### config.mk
export PLATFORM = sky130hd
export DESIGN_NAME = i2c_target_regs
export DESIGN_NICKNAME = d
export VERILOG_FILES = /design/src/rtl/i2c_target_regs.sv
export SDC_FILE = /design/constraint.sdc
export NUM_CORES = 1
export LEC_CHECK = 0
export ABC_AREA = 1
export BUFFER_PORTS_ARGS = -buffer_cell sky130_fd_sc_hd__buf_4
export CORE_ASPECT_RATIO = 1.2
export CORE_MARGIN = 2
export CORE_UTILIZATION = 23
export CTS_BUF_LIST = sky130_fd_sc_hd__clkbuf_2 sky130_fd_sc_hd__clkbuf_4 sky130_fd_sc_hd__clkbuf_8
export DETAILED_ROUTE_END_ITERATION = 6
export HOLD_SLACK_MARGIN = 0.03
export PLACE_DENSITY = 0.49
export SETUP_SLACK_MARGIN = 0.5
export SYNTH_ARGS = -nofsm -noshare
export SYNTH_HDL_FRONTEND = slang
export SYNTH_SLANG_ARGS = --single-unit
### constraint.sdc
create_clock -name clk -period 3.5 [get_ports clk]
set_input_delay 0.35 -clock clk [delete_from_list [all_inputs] [get_ports clk]]
set_output_delay 0.35 -clock clk [all_outputs]
set_load 0.02 [all_outputs]
### src/rtl/i2c_target_regs.sv
// I2C target exposing a DEPTH x 8 register file: pointer write, data write with
// auto-increment, and reads from the pointer. Every committed write is echoed on wr_stb.
module i2c_target_regs #(
  parameter logic [6:0] ADDR  = 7'h3C,
  parameter int         DEPTH = 16,
  localparam int        AW    = $clog2(DEPTH)
) (
  input  logic          clk,
  input  logic          rst,
  input  logic          scl_in,
  input  logic          sda_in,
  output logic          sda_oe,
  output logic          wr_stb,
  output logic [AW-1:0] wr_reg,
  output logic [7:0]    wr_data,
  output logic          busy
);

  typedef enum logic [3:0] {
    S_IDLE, S_ADDR, S_ADDR_ACK, S_PTR, S_PTR_ACK,
    S_WDATA, S_WDATA_ACK, S_RDATA, S_RACK, S_IGNORE
  } state_t;

  logic          r_scl_s1, r_scl_s2, r_scl_h;
  logic          r_sda_s1, r_sda_s2, r_sda_h;
  state_t        r_state;
  logic [3:0]    r_bitcnt;
  logic [6:0]    r_shift;
  logic [7:0]    r_tx;
  logic          r_rw;
  logic          r_ack_on;
  logic [AW-1:0] r_ptr;
  logic [7:0]    r_regs [DEPTH];
  logic          r_sda_oe, r_wr_stb, r_busy;
  logic [AW-1:0] r_wr_reg;
  logic [7:0]    r_wr_data;

  logic       w_scl_rise, w_scl_fall, w_start, w_stop;
  logic [7:0] w_byte, w_rd_byte;

  // Sync flops idle high so leaving reset never fakes a bus condition.
  always_ff @(posedge clk or negedge rst) begin
    if (!rst) begin
      r_scl_s1 <= 1'b1; r_scl_s2 <= 1'b1; r_scl_h <= 1'b1;
      r_sda_s1 <= 1'b1; r_sda_s2 <= 1'b1; r_sda_h <= 1'b1;
    end else begin
      r_scl_s1 <= scl_in; r_scl_s2 <= r_scl_s1; r_scl_h <= r_scl_s2;
      r_sda_s1 <= sda_in; r_sda_s2 <= r_sda_s1; r_sda_h <= r_sda_s2;
    end
  end

  assign w_scl_rise = r_scl_s2 & ~r_scl_h;
  assign w_scl_fall = ~r_scl_s2 & r_scl_h;
  assign w_start    = r_scl_s2 & r_scl_h & r_sda_h & ~r_sda_s2;
  assign w_stop     = r_scl_s2 & r_scl_h & ~r_sda_h & r_sda_s2;
  assign w_byte     = {r_shift, r_sda_s2};
  assign w_rd_byte  = r_regs[r_ptr];

  always_ff @(posedge clk or negedge rst) begin
    if (!rst) begin
      r_state   <= S_IDLE;
      r_bitcnt  <= '0;
      r_shift   <= '0;
      r_tx      <= '0;
      r_rw      <= 1'b0;
      r_ack_on  <= 1'b0;
      r_ptr     <= '0;
      r_sda_oe  <= 1'b0;
      r_wr_stb  <= 1'b0;
      r_wr_reg  <= '0;
      r_wr_data <= '0;
      r_busy    <= 1'b0;
      for (int i = 0; i < DEPTH; i++) r_regs[i] <= 8'h00;
    end else begin
      r_wr_stb <= 1'b0;
      // Bus conditions win over any bit event seen in the same cycle.
      if (w_stop) begin
        r_state  <= S_IDLE;
        r_sda_oe <= 1'b0;
        r_busy   <= 1'b0;
        r_ack_on <= 1'b0;
      end else if (w_start) begin
        r_state  <= S_ADDR;
        r_bitcnt <= '0;
        r_sda_oe <= 1'b0;
        r_ack_on <= 1'b0;
      end else begin
        case (r_state)
          S_ADDR: if (w_scl_rise) begin
            r_shift  <= w_byte[6:0];
            r_bitcnt <= r_bitcnt + 4'd1;
            if (r_bitcnt == 4'd7) begin
              r_bitcnt <= '0;
              if (w_byte[7:1] == ADDR) begin
                r_state <= S_ADDR_ACK;
                r_rw    <= w_byte[0];
                r_busy  <= 1'b1;
              end else begin
                r_state <= S_IGNORE;
              end
            end
          end
          // First fall pulls SDA for the 9th clock, second fall ends it.
          S_ADDR_ACK, S_PTR_ACK, S_WDATA_ACK: if (w_scl_fall) begin
            if (!r_ack_on) begin
              r_sda_oe <= 1'b1;
              r_ack_on <= 1'b1;
            end else begin
              r_ack_on <= 1'b0;
              r_bitcnt <= '0;
              if (r_state == S_ADDR_ACK && r_rw) begin
                r_state  <= S_RDATA;
                r_sda_oe <= ~w_rd_byte[7];
                r_tx     <= {w_rd_byte[6:0], 1'b0};
                r_bitcnt <= 4'd1;
              end else begin
                r_sda_oe <= 1'b0;
                r_state  <= (r_state == S_ADDR_ACK) ? S_PTR : S_WDATA;
              end
            end
          end
          S_PTR: if (w_scl_rise) begin
            r_shift  <= w_byte[6:0];
            r_bitcnt <= r_bitcnt + 4'd1;
            if (r_bitcnt == 4'd7) begin
              r_bitcnt <= '0;
              r_ptr    <= w_byte[AW-1:0];
              r_state  <= S_PTR_ACK;
            end
          end
          S_WDATA: if (w_scl_rise) begin
            r_shift  <= w_byte[6:0];
            r_bitcnt <= r_bitcnt + 4'd1;
            if (r_bitcnt == 4'd7) begin
              r_bitcnt      <= '0;
              r_regs[r_ptr] <= w_byte;
              r_wr_stb      <= 1'b1;
              r_wr_reg      <= r_ptr;
              r_wr_data     <= w_byte;
              r_ptr         <= r_ptr + 1'b1;
              r_state       <= S_WDATA_ACK;
            end
          end
          // r_bitcnt counts bits already placed; the fall after the 8th releases SDA.
          S_RDATA: if (w_scl_fall) begin
            if (r_bitcnt == 4'd8) begin
              r_sda_oe <= 1'b0;
              r_bitcnt <= '0;
              r_state  <= S_RACK;
            end else begin
              r_sda_oe <= ~r_tx[7];
              r_tx     <= {r_tx[6:0], 1'b0};
              r_bitcnt <= r_bitcnt + 4'd1;
            end
          end
          S_RACK: begin
            if (!r_ack_on && w_scl_rise) begin
              r_ptr <= r_ptr + 1'b1;
              if (!r_sda_s2) r_ack_on <= 1'b1;
              else           r_state  <= S_IGNORE;
            end else if (r_ack_on && w_scl_fall) begin
              r_ack_on <= 1'b0;
              r_state  <= S_RDATA;
              r_sda_oe <= ~w_rd_byte[7];
              r_tx     <= {w_rd_byte[6:0], 1'b0};
              r_bitcnt <= 4'd1;
            end
          end
          S_IDLE, S_IGNORE: ;
          default: r_state <= S_IDLE;
        endcase
      end
    end
  end

  assign sda_oe  = r_sda_oe;
  assign wr_stb  = r_wr_stb;
  assign wr_reg  = r_wr_reg;
  assign wr_data = r_wr_data;
  assign busy    = r_busy;

endmodule

# ---- Yosys cells after proc, flatten, opt, wreduce, memory -nomap -nowiden
# Cells that the tools add are included.
dict set report totals {
  register_bits 178
  input_bits 4
  output_inout_bits 15
  word_cells 208
}
dict set report classes {
  add_sub_neg 2
  magnitude_cmp 2
  n_eq_ne 47
  muxes 79
  n_bitwise 16
  reduce_logical 28
}
# operator count
set ops {}
lappend ops {{$bwmux W128} 1}
lappend ops {{$mux W4} 30}
lappend ops {{$mux W8} 10}
lappend ops {{$ne A4 B4 Y1 const B} 12}
lappend ops {{$bmux W8 S4} 1}
lappend ops {{$demux W8 S4} 1}
lappend ops {{$mux W1} 28}
lappend ops {{$pmux W4 S7} 1}
lappend ops {{$ne A2 B2 Y1 const B} 12}
lappend ops {{$pmux W8 S3} 1}
lappend ops {{$eq A4 B3 Y1 const B} 5}
lappend ops {{$ne A3 B3 Y1 const B} 6}
lappend ops {{$pmux W4 S4} 1}
lappend ops {{$reduce_and A8 Y1} 2}
lappend ops {{$ne A5 B5 Y1 const B} 3}
lappend ops {{$reduce_and A5 Y1} 3}
lappend ops {{$reduce_and A13 Y1} 1}
lappend ops {{$eq A4 B4 Y1 const B} 3}
lappend ops {{$pmux W4 S3} 1}
lappend ops {{$reduce_and A10 Y1} 1}
lappend ops {{$reduce_bool A5 Y1} 2}
lappend ops {{$add A4 B1 Y4 const B} 2}
lappend ops {{$eq A4 B2 Y1 const B} 2}
lappend ops {{$not A1 Y1} 8}
lappend ops {{other kinds (21)} 37}

# ---- Longest topological paths before layout
dict set report logic_depth {
  depth_word 11
  mapped_depth 12
  ltp_nobuf 11
}

# ---- Worst setup path before layout
# OpenSTA, ideal clock, no wires.
dict set report synth_timing {
  kind {reg2reg}
  from {reg r_ptr[0]}
  to {reg r_regs[61] in the netlist's numbering}
  setup_ns 0.134
  arrival_time_ns 1.827
  setup_slack_ns 1.539
  stages_incl_launch_ff 9
  path_buffers 3
  period_less_slack_ns 1.961
  cell_sequence {dfrtp_1 -> inv_1 -> buf_2 -> buf_1 -> ha_1 -> nand3_1 -> buf_2 -> nand2_1 -> o21ai_0}
}
dict set report synth_via {
  elab_chain_len 6
  word_cells_on_any_way 7
  classes_between {2 x order compare; 3 x mux; 1 x bitwise; 1 x reduce/logical}
}
# item line
set synth_lines {}
lappend synth_lines {{start: declaration} 32} ;# logic [AW-1:0] r_ptr;
lappend synth_lines {{start signal: assignment} 127} ;# r_ptr <= w_byte[AW-1:0];
lappend synth_lines {{start signal: assignment} 140} ;# r_ptr <= r_ptr + 1'b1;
lappend synth_lines {{start signal: assignment} 158} ;# r_ptr <= r_ptr + 1'b1;
lappend synth_lines {{$not A4 Y5 (implied by the code) *} 136} ;# r_regs[r_ptr] <= w_byte;
lappend synth_lines {{$ge A5 B5 Y1 (implied by the code) / $lt A5 B1 Y1 (equally long branches)} 136}
lappend synth_lines {{$logic_and A1 B1 Y1 (implied by the code)} 136}
lappend synth_lines {{$mux W8 (implied by the code)} 136}
lappend synth_lines {{$demux W8 S4 *} 136}
lappend synth_lines {{$bwmux W128 *} 136}
lappend synth_lines {{end signal: indexed assignment} 136}
lappend synth_lines {{end: declaration} 33} ;# logic [7:0] r_regs [DEPTH];
# Every way passes the cells marked *; elsewhere a longest branch is shown, timed or not.
# A chain may end at the register's enable or synchronous reset.

# ---- Worst setup path after layout
dict set report layout_timing {
  from {reg r_scl_s2}
  to {reg r_regs[85] in the netlist's numbering}
}
dict set report layout_via {
  elab_chain_len 5
  word_cells_on_any_way 9
  classes_between {8 x bitwise; 1 x reduce/logical}
}
# item line
set layout_lines {}
lappend layout_lines {{start: declaration} 24} ;# logic r_scl_s1, r_scl_s2, r_scl_h;
lappend layout_lines {{start signal: assignment} 47} ;# r_scl_s1 <= scl_in; r_scl_s2 <= r_scl_s1; r_scl_h <= r_scl_s2;
lappend layout_lines {{$and A1 B1 Y1} {54, 55}}
lappend layout_lines {{$and A1 B1 Y1 (on tied branches) (2 in series)} {55, 54}}
lappend layout_lines {{$not A1 Y1 (no line)} n/a}
lappend layout_lines {{$reduce_and A5 Y1 (no line) *} n/a}
# Marks and branches as above.

==> flow_metrics.tcl <==
set metrics [dict create \
    antenna_found_initial 1 \
    die_area_um2 38800 \
    dp_slack_ps 1140 \
    failed_checks "hold timing" \
    clock_tree.htree_level_count 4 \
    netlist_area_um2 8570 \
    crit_top_cell "inv_1" \
    synth_top_family_by_area "simple AND/OR/NAND/NOR gates" \
    vias_per_cell 4.53 \
    io_buffers 18 \
    finalCriticalPeriod_ps 2380 \
    synth_edf_count 0 \
    clk_pin_slew_ps 90 \
    grt_pass1_wl_um 38000 \
    synth_compound_area_frac 0.155 \
    die_w_um 180 \
    largest_register "r_regs" \
    root_buffer "clkbuf_8" \
    rrSetupSlack_ps 1120 \
    end_kind "flip-flop" \
    worstSetupPathType "flip-flop to flip-flop" \
    leakage_nw 4.20 \
    wl_um 23300 \
    synth_top_area_share 0.499 \
    arrival_ps 2710 \
    final_max_slew_viol_count 0 \
    drtPass1Iterations 5 \
    worstMarginPinSlew_ps 1100 \
    cp_slowest_cell "dfstp_2" \
    clockBufferDepth 2 \
    synth-simple-area-share 0.250 \
    vias 6860 \
    cap_violations 0 \
    grt_pass1_vias 6693 \
    clk-insertion-delay-late_ps 480 \
    worstPathRequired_ps 3830 \
    post_cts_buffers 0 \
    post_drt_wl_per_cell_um 15.4 \
    r2r-start "r_scl_s2$_DFF_PN1_" \
    yosysWarnings 0 \
    muxShareOfSynthArea 0 \
    drt_iter0_markers 507 \
    max_slew_margin 0.266 \
    gr-total-overflow 0 \
    synth_commonest_cells "291 x nand2_1, 171 x dfrtp_1, 146 x o21ai_0, 79 x nor2_1, 66 x o21ai_1" \
    syn_nets 1042 \
    ios 19 \
    track_usage 0.124 \
    fp.coreArea_um2 36800 \
    final.setup.worst_slack_ps 1120 \
    dp_hpwl_um 15100 \
    netlist_instances 1032 \
    die_y_um 215 \
    peakVddDrop_mv 0.334 \
    power_density_nw_per_um2 616 \
    cts_resized 0 \
    clock_sinks 177 \
    synthArstFlopShare 1.00 \
    syn_avg_cell_area_um2 8.30 \
    critPathLaunchType "flip-flop" \
    synth_xor_area_frac 0.00307 \
    whs_ps -11.2 \
    synth.area.top_cells "dfrtp_1 50%, nand2_1 13%, o21ai_0 8.5%" \
    crit_path_max_incr_delay_ps 550 \
    seq_area_frac_synth 0.518 \
    fin_crit_sh 0.681 \
    status "finished, violations left" \
    cts_hold_buffers 2 \
    tritoncts "done" \
    synth.most_common_cell "nand2_1" \
    path_max_fanout 18 \
    cp_cell_sequence "inv_1 > nor2_2 > inv_1 > nor2_1 > inv_2 > nor2_8 > nand3_1 > nand2_1 > o21ai_0" \
    worstReg2RegEnd "r_regs[85]$_DFFE_PN0P_" \
    hold_viol 3 \
    yosys.cell_types.count 36 \
    final_nets 1037 \
    gp_congestion 0.838 \
    final_antenna_net_count 0 \
    fin_skew_ps 13.6 \
    initial_core_util 0.233 \
    ys_dominant_reg_cell "dfrtp_1" \
    drive_gt1_frac 0.114 \
    grt_max_degree 126 \
    min_path_type "input pin to asynchronous set/reset pin" \
    post-synth-top-area-cell "dfrtp_1" \
    cts_inserted_buffers 17 \
    largest_reg_flops 128 \
    areaGrowthSynthToFinish_pct 11.8 \
    rsz0062_at_grt "false" \
    finalSetupTns_ps 0 \
    rows 77 \
    synthAdderAreaFrac 0.00876 \
    setup_viol 0 \
    final_util 0.260 \
    ys_seq_elements 177 \
    reg2regPathDepth 9 \
    drc_errors 0 \
    fmax_mhz 419 \
]
-- worst max path at each step --
stage                            start                      end  slack, ps  cells past startpoint
2_1_floorplan     r_ptr[0]$_DFFE_PN0P_   r_regs[61]$_DFFE_PN0P_       1540                      8
3_3_place_gp        r_scl_s2$_DFF_PN1_  r_regs[127]$_DFFE_PN0P_       1140                      8
3_5_place_dp      r_ptr[1]$_DFFE_PN0P_   r_regs[70]$_DFFE_PN0P_       1140                      4
4_1_cts        r_bitcnt[0]$_DFFE_PN0P_   r_regs[80]$_DFFE_PN0P_       1120                      7
5_1_grt             r_scl_s2$_DFF_PN1_  r_regs[124]$_DFFE_PN0P_        790                      8
6_report            r_scl_s2$_DFF_PN1_   r_regs[85]$_DFFE_PN0P_       1120                      9
-- per-layer routing --
metal | global-route usage | vias to the layer above | part of all wire | wire (um)
met4 | 0.0422 | 0 | 0.016 | 382
met3 | 0.0197 | 27 | 0.026 | 616
met1 | 0.159 | 3316 | 0.45 | 10600
li1 | - | 3395 | - | -
met5 | 0 | - | 0 | 0
met2 | 0.213 | 122 | 0.50 | 11700
-- cell usage in the layout (no fill, tap or decap), types with 4 or more instances in the layout --
cell type	Yosys	routed
nand3_4	9	9
buf_4	1	29
ha_1	6	6
o21ai_2	8	8
bufinv_16	0	5
o21ai_1	66	66
nand3_2	4	4
nor2_1	79	79
inv_2	5	6
or2_2	7	7
clkbuf_8	0	18
dfrtp_1	171	170
o22ai_1	20	20
nand3_1	64	64
a21oi_1	10	10
inv_1	50	49
nand4_1	8	8
nand2_1	291	291
o21ai_0	146	146
dfstp_2	6	6
nor2_2	8	8
-- through the flow --
stage	power, W	cells	cell area, um^2
global placement	0.00431	1480	9090
CTS	0.00599	1514	9570
global route	0.00630	1515	9580
detailed placement	0.00431	1480	9090
finish	0.00589	1515	9580
floorplan	0.00360	1032	8570
-- worst max-delay path: cells and delay by family (launching register included) --
| kind | cells | cell delay (ps) |
|---|---|---|
| buffers and inverters | 3 | 220 |
| flip-flops | 1 | 550 |
| AND/OR/NAND/NOR | 5 | 1370 |
| AO/OA/AOI/OAI | 1 | 90 |
-- report_power, final --
group | internal [W] | total (W) | switching (W)
logic | 0.000555 | 0.00202 | 0.00146
clock network | 0.000861 | 0.00166 | 0.000796
registers | 0.00213 | 0.00222 | 0.0000878
-- final cells by class --
| type | count | area (um^2) |
|---|---|---|
| clock buffer | 17 | 234 |
| inverter | 56 | 210 |
| multi-input combinational | 741 | 3580 |
| antenna | 1 | 2.50 |
| clock inverter | 15 | 231 |
| tap | 474 | 593 |
| timing repair buffer | 34 | 292 |
| sequential | 177 | 4440 |
| fill | 4028 | 27200 |
-- kinds of logic after synthesis --
kind of cell	count (synthesis)
xor gates and xnor gates	3
buffers and inverters	114
AOI/OAI and AO/OA	253
and+or+nand+nor	479
DFF	177
adders and majority gates	6
No activity file was read; power rests on OpenSTA's default activity.
